**src/rtl/trap_seq_if.sv**
```systemverilog
// Trap access channel between the trap sequencer and the CSR block.
// The CSR block answers csr_rdata combinationally from csr_addr.
interface trap_seq_if;
  logic        csr_we;
  logic [11:0] csr_addr;
  logic [31:0] csr_wdata;
  logic [31:0] csr_rdata;

  modport master (
    output csr_we,
    output csr_addr,
    output csr_wdata,
    input  csr_rdata
  );

  modport slave (
    input  csr_we,
    input  csr_addr,
    input  csr_wdata,
    output csr_rdata
  );
endinterface

```
**src/rtl/trap_seq.sv**
```systemverilog
// Trap sequencer: on an exception, interrupt or mret from idex it holds the pipeline,
// updates mepc/mcause/mtval/mstatus through the trap CSR channel and issues one redirect.
module trap_seq #(
  parameter bit VECTORED_EN = 1'b0
) (
  input  logic              clk,
  input  logic              rst_n,
  input  logic              ecall_i,
  input  logic              ebreak_i,
  input  logic              illegal_i,
  input  logic              mret_i,
  input  logic [31:0]       inst_i,
  input  logic [31:0]       pc_i,
  input  logic [31:0]       pc_next_i,
  input  logic              hx_valid_i,
  input  logic              ex_trap_i,
  input  logic              tcmp_trap_i,
  input  logic              soft_trap_i,
  input  logic              mstatus_mie_i,
  input  logic              idex_csr_we_i,
  trap_seq_if.master        csr,
  output logic              hold_o,
  output logic              jump_o,
  output logic [31:0]       jump_addr_o
);

  localparam logic [11:0] CSR_MSTATUS = 12'h300;
  localparam logic [11:0] CSR_MTVEC   = 12'h305;
  localparam logic [11:0] CSR_MEPC    = 12'h341;
  localparam logic [11:0] CSR_MCAUSE  = 12'h342;
  localparam logic [11:0] CSR_MTVAL   = 12'h343;

  localparam logic [31:0] CAUSE_ILLEGAL = 32'd2;
  localparam logic [31:0] CAUSE_EBREAK  = 32'd3;
  localparam logic [31:0] CAUSE_ECALL   = 32'd11;
  localparam logic [31:0] CAUSE_EXT     = 32'h8000_000B;
  localparam logic [31:0] CAUSE_TIMER   = 32'h8000_0007;
  localparam logic [31:0] CAUSE_SOFT    = 32'h8000_0003;

  typedef enum logic [3:0] {
    S_IDLE,
    S_W_EPC,
    S_W_CAUSE,
    S_W_TVAL,
    S_W_STAT,
    S_JMP,
    S_R_STAT,
    S_M_W_STAT,
    S_JMP_EPC
  } state_t;

  state_t      state;
  state_t      state_nxt;

  logic [31:0] cause_q;
  logic [31:0] epc_q;
  logic [31:0] tval_q;
  logic        is_int_q;
  logic        mpie_q;

  logic        exc_req;
  logic        irq_req;
  logic        take_trap;
  logic        take_mret;
  logic        event_detect;
  logic [31:0] cause_d;
  logic [31:0] epc_d;
  logic [31:0] tval_d;
  logic [31:0] vec_off;

  logic        we;
  logic [11:0] addr;
  logic [31:0] wdata;
  logic        jump;
  logic [31:0] jump_addr;

  // Priority encode the idex event; interrupts resume at the next pc, exceptions re-execute.
  always_comb begin
    cause_d = '0;
    epc_d   = pc_i;
    tval_d  = '0;
    exc_req = illegal_i | ebreak_i | ecall_i;
    irq_req = mstatus_mie_i & (ex_trap_i | tcmp_trap_i | soft_trap_i);
    if (illegal_i) begin
      cause_d = CAUSE_ILLEGAL;
      tval_d  = inst_i;
    end else if (ebreak_i) begin
      cause_d = CAUSE_EBREAK;
      tval_d  = pc_i;
    end else if (ecall_i) begin
      cause_d = CAUSE_ECALL;
    end else if (mstatus_mie_i && ex_trap_i) begin
      cause_d = CAUSE_EXT;
      epc_d   = pc_next_i;
    end else if (mstatus_mie_i && tcmp_trap_i) begin
      cause_d = CAUSE_TIMER;
      epc_d   = pc_next_i;
    end else if (mstatus_mie_i && soft_trap_i) begin
      cause_d = CAUSE_SOFT;
      epc_d   = pc_next_i;
    end
  end

  assign take_trap    = (state == S_IDLE) && hx_valid_i && (exc_req || irq_req);
  assign take_mret    = (state == S_IDLE) && hx_valid_i && mret_i && !exc_req && !irq_req;
  assign event_detect = take_trap | take_mret;

  // Vector offset applies only to interrupts when mtvec selects vectored mode.
  assign vec_off = (VECTORED_EN && (csr.csr_rdata[1:0] == 2'b01) && is_int_q) ?
                   {cause_q[29:0], 2'b00} : 32'h0;

  always_ff @(posedge clk or negedge rst_n) begin
    if (!rst_n) begin
      state <= S_IDLE;
    end else begin
      state <= state_nxt;
    end
  end

  always_ff @(posedge clk or negedge rst_n) begin
    if (!rst_n) begin
      cause_q  <= '0;
      epc_q    <= '0;
      tval_q   <= '0;
      is_int_q <= 1'b0;
      mpie_q   <= 1'b0;
    end else begin
      if (take_trap) begin
        cause_q  <= cause_d;
        epc_q    <= epc_d;
        tval_q   <= tval_d;
        is_int_q <= !exc_req;
      end
      if (state == S_R_STAT) begin
        mpie_q <= csr.csr_rdata[7];
      end
    end
  end

  // A write state only advances once idex is not claiming the CSR port this cycle.
  always_comb begin
    state_nxt = state;
    we        = 1'b0;
    addr      = '0;
    wdata     = '0;
    jump      = 1'b0;
    jump_addr = '0;
    unique case (state)
      S_IDLE: begin
        if (take_trap) begin
          state_nxt = S_W_EPC;
        end else if (take_mret) begin
          state_nxt = S_R_STAT;
        end
      end
      S_W_EPC: begin
        we    = 1'b1;
        addr  = CSR_MEPC;
        wdata = epc_q;
        if (!idex_csr_we_i) state_nxt = S_W_CAUSE;
      end
      S_W_CAUSE: begin
        we    = 1'b1;
        addr  = CSR_MCAUSE;
        wdata = cause_q;
        if (!idex_csr_we_i) state_nxt = S_W_TVAL;
      end
      S_W_TVAL: begin
        we    = 1'b1;
        addr  = CSR_MTVAL;
        wdata = tval_q;
        if (!idex_csr_we_i) state_nxt = S_W_STAT;
      end
      S_W_STAT: begin
        we    = 1'b1;
        addr  = CSR_MSTATUS;
        wdata = {24'h0, csr.csr_rdata[3], 3'h0, 1'b0, 3'h0};
        if (!idex_csr_we_i) state_nxt = S_JMP;
      end
      S_JMP: begin
        addr      = CSR_MTVEC;
        jump      = 1'b1;
        jump_addr = {csr.csr_rdata[31:2], 2'b00} + vec_off;
        state_nxt = S_IDLE;
      end
      S_R_STAT: begin
        addr      = CSR_MSTATUS;
        state_nxt = S_M_W_STAT;
      end
      S_M_W_STAT: begin
        we    = 1'b1;
        addr  = CSR_MSTATUS;
        wdata = {24'h0, 1'b1, 3'h0, mpie_q, 3'h0};
        if (!idex_csr_we_i) state_nxt = S_JMP_EPC;
      end
      S_JMP_EPC: begin
        addr      = CSR_MEPC;
        jump      = 1'b1;
        jump_addr = csr.csr_rdata;
        state_nxt = S_IDLE;
      end
      default: begin
        state_nxt = S_IDLE;
      end
    endcase
  end

  assign csr.csr_we    = we;
  assign csr.csr_addr  = addr;
  assign csr.csr_wdata = wdata;
  assign jump_o        = jump;
  assign jump_addr_o   = jump_addr;
  assign hold_o        = event_detect | (state != S_IDLE);

endmodule

```
**src/flat_wrapper.sv**
```systemverilog
// flat-port wrapper written by rule: the top's interface ports become plain ports
module trap_seq_flat 
#(
  parameter bit VECTORED_EN = 1'b0
)
  (clk, rst_n, ecall_i, ebreak_i, illegal_i, mret_i, inst_i, pc_i, pc_next_i, hx_valid_i, ex_trap_i, tcmp_trap_i, soft_trap_i, mstatus_mie_i, idex_csr_we_i, hold_o, jump_o, jump_addr_o, csr_csr_we, csr_csr_addr, csr_csr_wdata, csr_csr_rdata);
  trap_seq_if csr_i ();
  input  logic clk;
  input  logic rst_n;
  input  logic ecall_i;
  input  logic ebreak_i;
  input  logic illegal_i;
  input  logic mret_i;
  input  logic [31:0] inst_i;
  input  logic [31:0] pc_i;
  input  logic [31:0] pc_next_i;
  input  logic hx_valid_i;
  input  logic ex_trap_i;
  input  logic tcmp_trap_i;
  input  logic soft_trap_i;
  input  logic mstatus_mie_i;
  input  logic idex_csr_we_i;
  output logic hold_o;
  output logic jump_o;
  output logic [31:0] jump_addr_o;
  output wire logic [$bits(csr_i.csr_we)-1:0] csr_csr_we;
  output wire logic [$bits(csr_i.csr_addr)-1:0] csr_csr_addr;
  output wire logic [$bits(csr_i.csr_wdata)-1:0] csr_csr_wdata;
  input wire logic [$bits(csr_i.csr_rdata)-1:0] csr_csr_rdata;
  assign csr_csr_we = csr_i.csr_we;
  assign csr_csr_addr = csr_i.csr_addr;
  assign csr_csr_wdata = csr_i.csr_wdata;
  assign csr_i.csr_rdata = csr_csr_rdata;
  trap_seq #(.VECTORED_EN(VECTORED_EN)) u_core (.clk(clk), .rst_n(rst_n), .ecall_i(ecall_i), .ebreak_i(ebreak_i), .illegal_i(illegal_i), .mret_i(mret_i), .inst_i(inst_i), .pc_i(pc_i), .pc_next_i(pc_next_i), .hx_valid_i(hx_valid_i), .ex_trap_i(ex_trap_i), .tcmp_trap_i(tcmp_trap_i), .soft_trap_i(soft_trap_i), .mstatus_mie_i(mstatus_mie_i), .idex_csr_we_i(idex_csr_we_i), .csr(csr_i), .hold_o(hold_o), .jump_o(jump_o), .jump_addr_o(jump_addr_o));
endmodule
```
**config.mk**
```make
export PLATFORM = sky130hd
export DESIGN_NAME = trap_seq_flat
export DESIGN_NICKNAME = d
export VERILOG_FILES = /design/src/rtl/trap_seq_if.sv /design/src/rtl/trap_seq.sv /design/src/flat_wrapper.sv
export SDC_FILE = /design/constraint.sdc
export NUM_CORES = 1
export LEC_CHECK = 0
export ABC_AREA = 1
export BUFFER_PORTS_ARGS = -buffer_cell sky130_fd_sc_hd__buf_2
export CORE_MARGIN = 5
export CORE_UTILIZATION = 45
export DETAILED_ROUTE_END_ITERATION = 10
export PLACE_DENSITY = 0.88
export SLEW_MARGIN = 20
export SYNTH_ARGS = -nofsm -noshare
export SYNTH_HDL_FRONTEND = slang
export SYNTH_SLANG_ARGS = --single-unit
```
**constraint.sdc**
```tcl
create_clock -name clk -period 2.55 [get_ports clk]
set_input_delay 0.3825 -clock clk [delete_from_list [all_inputs] [get_ports clk]]
set_output_delay 0.3825 -clock clk [all_outputs]
set_load 0.05 [all_outputs]
```
==> results.sh <==
export IMPL_drc_errors=0
export IMPL_worst_path_buf_inv=3
export IMPL_globalplace_congestion=0.909
export IMPL_grt_pass1_wl_um=21000
export IMPL_grt_max_degree=75
export IMPL_p_seq_share_pct=28.2
export IMPL_fmax_mhz=430
export IMPL_maxSlewViolCount=0
export IMPL_dp_hpwl_um=9690
export IMPL_cts_setup_buffers=0
export IMPL_synth_area_mm2=0.00466
export IMPL_slowest_delay_ns=0.43
export IMPL_area_growth_syn_to_layout_pct=27.9
export IMPL_drive_gt1_share_pct=33.6
export IMPL_cp_data_required_time_ns=2.17
export IMPL_netlist_instances=646
export IMPL_cts_clk_slew_worst_paths_ns=0.08
export IMPL_p_leak_uw=0.00351
export IMPL_start_kind="flip-flop"
export IMPL_worstPathCellList="nor2_2 -> inv_1 -> nor3_2 -> nor2_2 -> buf_4 -> nor2_1 -> buf_2"
export IMPL_ir_drop_mv=0.576
export IMPL_synth_compound_area_share_pct=23.4
export IMPL_cts_max_path_buffers=2
export IMPL_hold_class="primary input to async pin"
export IMPL_synthSimpleGateAreaFrac_pct=18.5
export IMPL_synth_area_leader_cell="dfrtp_1"
export IMPL_critPathSlowestCell="dfrtp_1"
export IMPL_drv_cap=0
export IMPL_fp_dieH_um=112
export IMPL_slew_headroom_pct=37.6
export IMPL_cp_top_family="simple AND/OR/NAND/NOR gates"
export IMPL_fp_row_count=37
export IMPL_cts_tree="done"
export IMPL_synth_cell_types=31
export IMPL_finalSetupViolCount=0
export IMPL_period_needed_ns=2.33
export IMPL_async_flop_share_pct=100
export IMPL_final_setup_tns_ns=0
export IMPL_clk_latency_ns=0.34
export IMPL_ys_top_cells_by_count="nand2_1, inv_1, dfrtp_1, o21ai_0, nor2_1"
export IMPL_core_area_mm2=0.0102
export IMPL_synthFlopType="dfrtp_1"
export IMPL_synth_top_area_share_pct=39.8
export IMPL_post_cts_resized=0
export IMPL_hold_viol=0
export IMPL_final_core_util_pct=58.5
export IMPL_worstPathMaxFanout=27
export IMPL_synthAdderAreaFrac_pct=0
export IMPL_crit_path_frequent_cell="nor2_2"
export IMPL_dr_first_iter_drc_count=299
export IMPL_finalCritPeriodShare_pct=91.3
export IMPL_synth_top_family_by_area="compound AO/OA/AOI/OAI gates"
export IMPL_synth_warnings=0
export IMPL_crit_type="flip-flop to output pin"
export IMPL_drt_pass1_iterations=5
export IMPL_nNetsFinal=981
export IMPL_ys_ff_latch=74
export IMPL_vias=4642
export IMPL_status="finished clean"
export IMPL_cts_buffers=9
export IMPL_synth_edff_count=0
export IMPL_cts_sinks=74
export IMPL_finalWirelength_um=12800
export IMPL_fin_skew_ns=0.00766
export IMPL_cp_data_arrival_time_ns=1.94
export IMPL_drtAntennaViolNets=0
export IMPL_p_switching_uw=3470
export IMPL_internal_power_uw=3210
export IMPL_end_kind="output pin"
export IMPL_ys_seq_area_share_pct=39.8
export IMPL_die_w_um=112
export IMPL_yosysMostFrequentCell="nand2_1"
export IMPL_viasPerCell=4.73
export IMPL_cts_root_buf="clkbuf_8"
export IMPL_num_antenna_cells=0
export IMPL_htreeDepth=3
export IMPL_synth_xor_area_share_pct=0
export IMPL_overflow=0
export IMPL_synth_area_per_cell_um2=7.21
export IMPL_power_density_mw_per_mm2=1120
export IMPL_io_buffers=212
export IMPL_combPwrFrac_pct=57.9
export IMPL_drt_wirelength_per_cell_um=13.0
export IMPL_rsz0062_at_grt="false"
export IMPL_synth_mux_area_share_pct=0
export IMPL_yosys_top_cells_area="dfrtp_1, nand2_1, inv_1"
export IMPL_switching_share_pct=51.9
export IMPL_io_pins=219
export IMPL_power_frac_clock_pct=13.9
export IMPL_start_util_pct=45.7
export IMPL_p_total_uw=6680
export IMPL_antenna_found_initial=0
export IMPL_cts_hold_buf=0
export IMPL_die_area_mm2=0.0125
export IMPL_grt_use_total_pct=20.1
export IMPL_grt_pass1_vias=4475
export IMPL_tightest_slew_ns=0.936
[cells in the final DEF, fill, tap and decap left out, types with 3 or more instances in the layout]
cell      netlist  routed
o21ai_0        73      73
nand3_1         9       9
a21oi_1         3       3
buf_2          13     207
clkbuf_4        0       4
o221ai_1        5       5
nand2_1       153     152
nor2_4          3       3
o21ai_2        16      16
nand2_2         2       3
buf_4           8      10
o211ai_2       16      16
dfrtp_1        74      74
conb_1          1       6
o21ai_1        11      11
clkbuf_8        0      11
inv_1         147     147
o211ai_1       14      14
nor2_2          2       3
nor2_1         39      38
o22ai_1        25      25
[final timing paths]
kind                                               start                       endpoint  slack [ns]  cells after the start
hold reg to reg            u_core.cause_q[1]$_DFFE_PN0P_  u_core.cause_q[1]$_DFFE_PN0P_        0.48                      1
setup / recovery             u_core.state[1]$_DFFE_PN0P_                jump_addr_o[21]        0.22                      7
setup reg to reg             u_core.state[1]$_DFFE_PN0P_    u_core.epc_q[0]$_DFFE_PN0P_        0.77                      8
max in group asynchronous                          rst_n    u_core.state[1]$_DFFE_PN0P_        1.77                      1
min in group clk                           pc_next_i[24]   u_core.epc_q[24]$_DFFE_PN0P_        0.29                      3
hold / removal                                     rst_n   u_core.epc_q[18]$_DFFE_PN0P_        0.16                      1
[layer usage]
layer / part of all wire [%] / vias to the layer above / global-route usage [%]
met5: 0 / - / 0
met4: 1.0 / 0 / 5.84
li1: - / 2391 / -
met1: 43 / 2081 / 25.6
met2: 47 / 158 / 33.5
met3: 8.3 / 12 / 5.60
[logic make-up after synthesis]
| group | after synthesis |
|---|---|
| other cells | 1 |
| compound gates | 164 |
| buf+inv | 193 |
| flops | 74 |
| simple gates | 214 |
[cell type report]
type / instances / area [um^2]
Sequential cell: 74 / 1850
Tap cell: 136 / 170
Inverter: 149 / 562
Clock buffer: 11 / 151
Fill cell: 991 / 4230
Clock inverter: 4 / 51.3
Timing Repair Buffer: 223 / 1180
Multi-Input combinational cell: 384 / 1990
[sequential cells by signal, summed over array words and instances, names as in the netlist]
name	flops
u_core.epc_q	32
u_core.tval_q	32
u_core.cause_q	5
u_core.state	4
u_core.mpie_q	1
[through the flow]
stage | cells | hold slack (ns) | instance area (um^2) | worst slack [ns]
6_report | 981 | 0.163 | 5950 | 0.223
5_1_grt | 981 | 0.261 | 5950 | 0.0843
3_3_place_gp | 966 | 0.452 | 5740 | 0.602
2_1_floorplan | 651 | 0.0869 | 4670 | 0.113
3_5_place_dp | 966 | 0.463 | 5740 | 0.531
4_1_cts | 981 | 0.197 | 5940 | 0.148
[power groups by stage]
stage	registers [uW]	logic [uW]	clock network, uW
after floorplan	1860	3070	0
after global placement	1880	3830	0
after detailed placement	1910	3880	0
after CTS	1890	3890	953
after global routing	1950	4220	995
final	1890	3860	928
(Power assumes the default switching activity.)
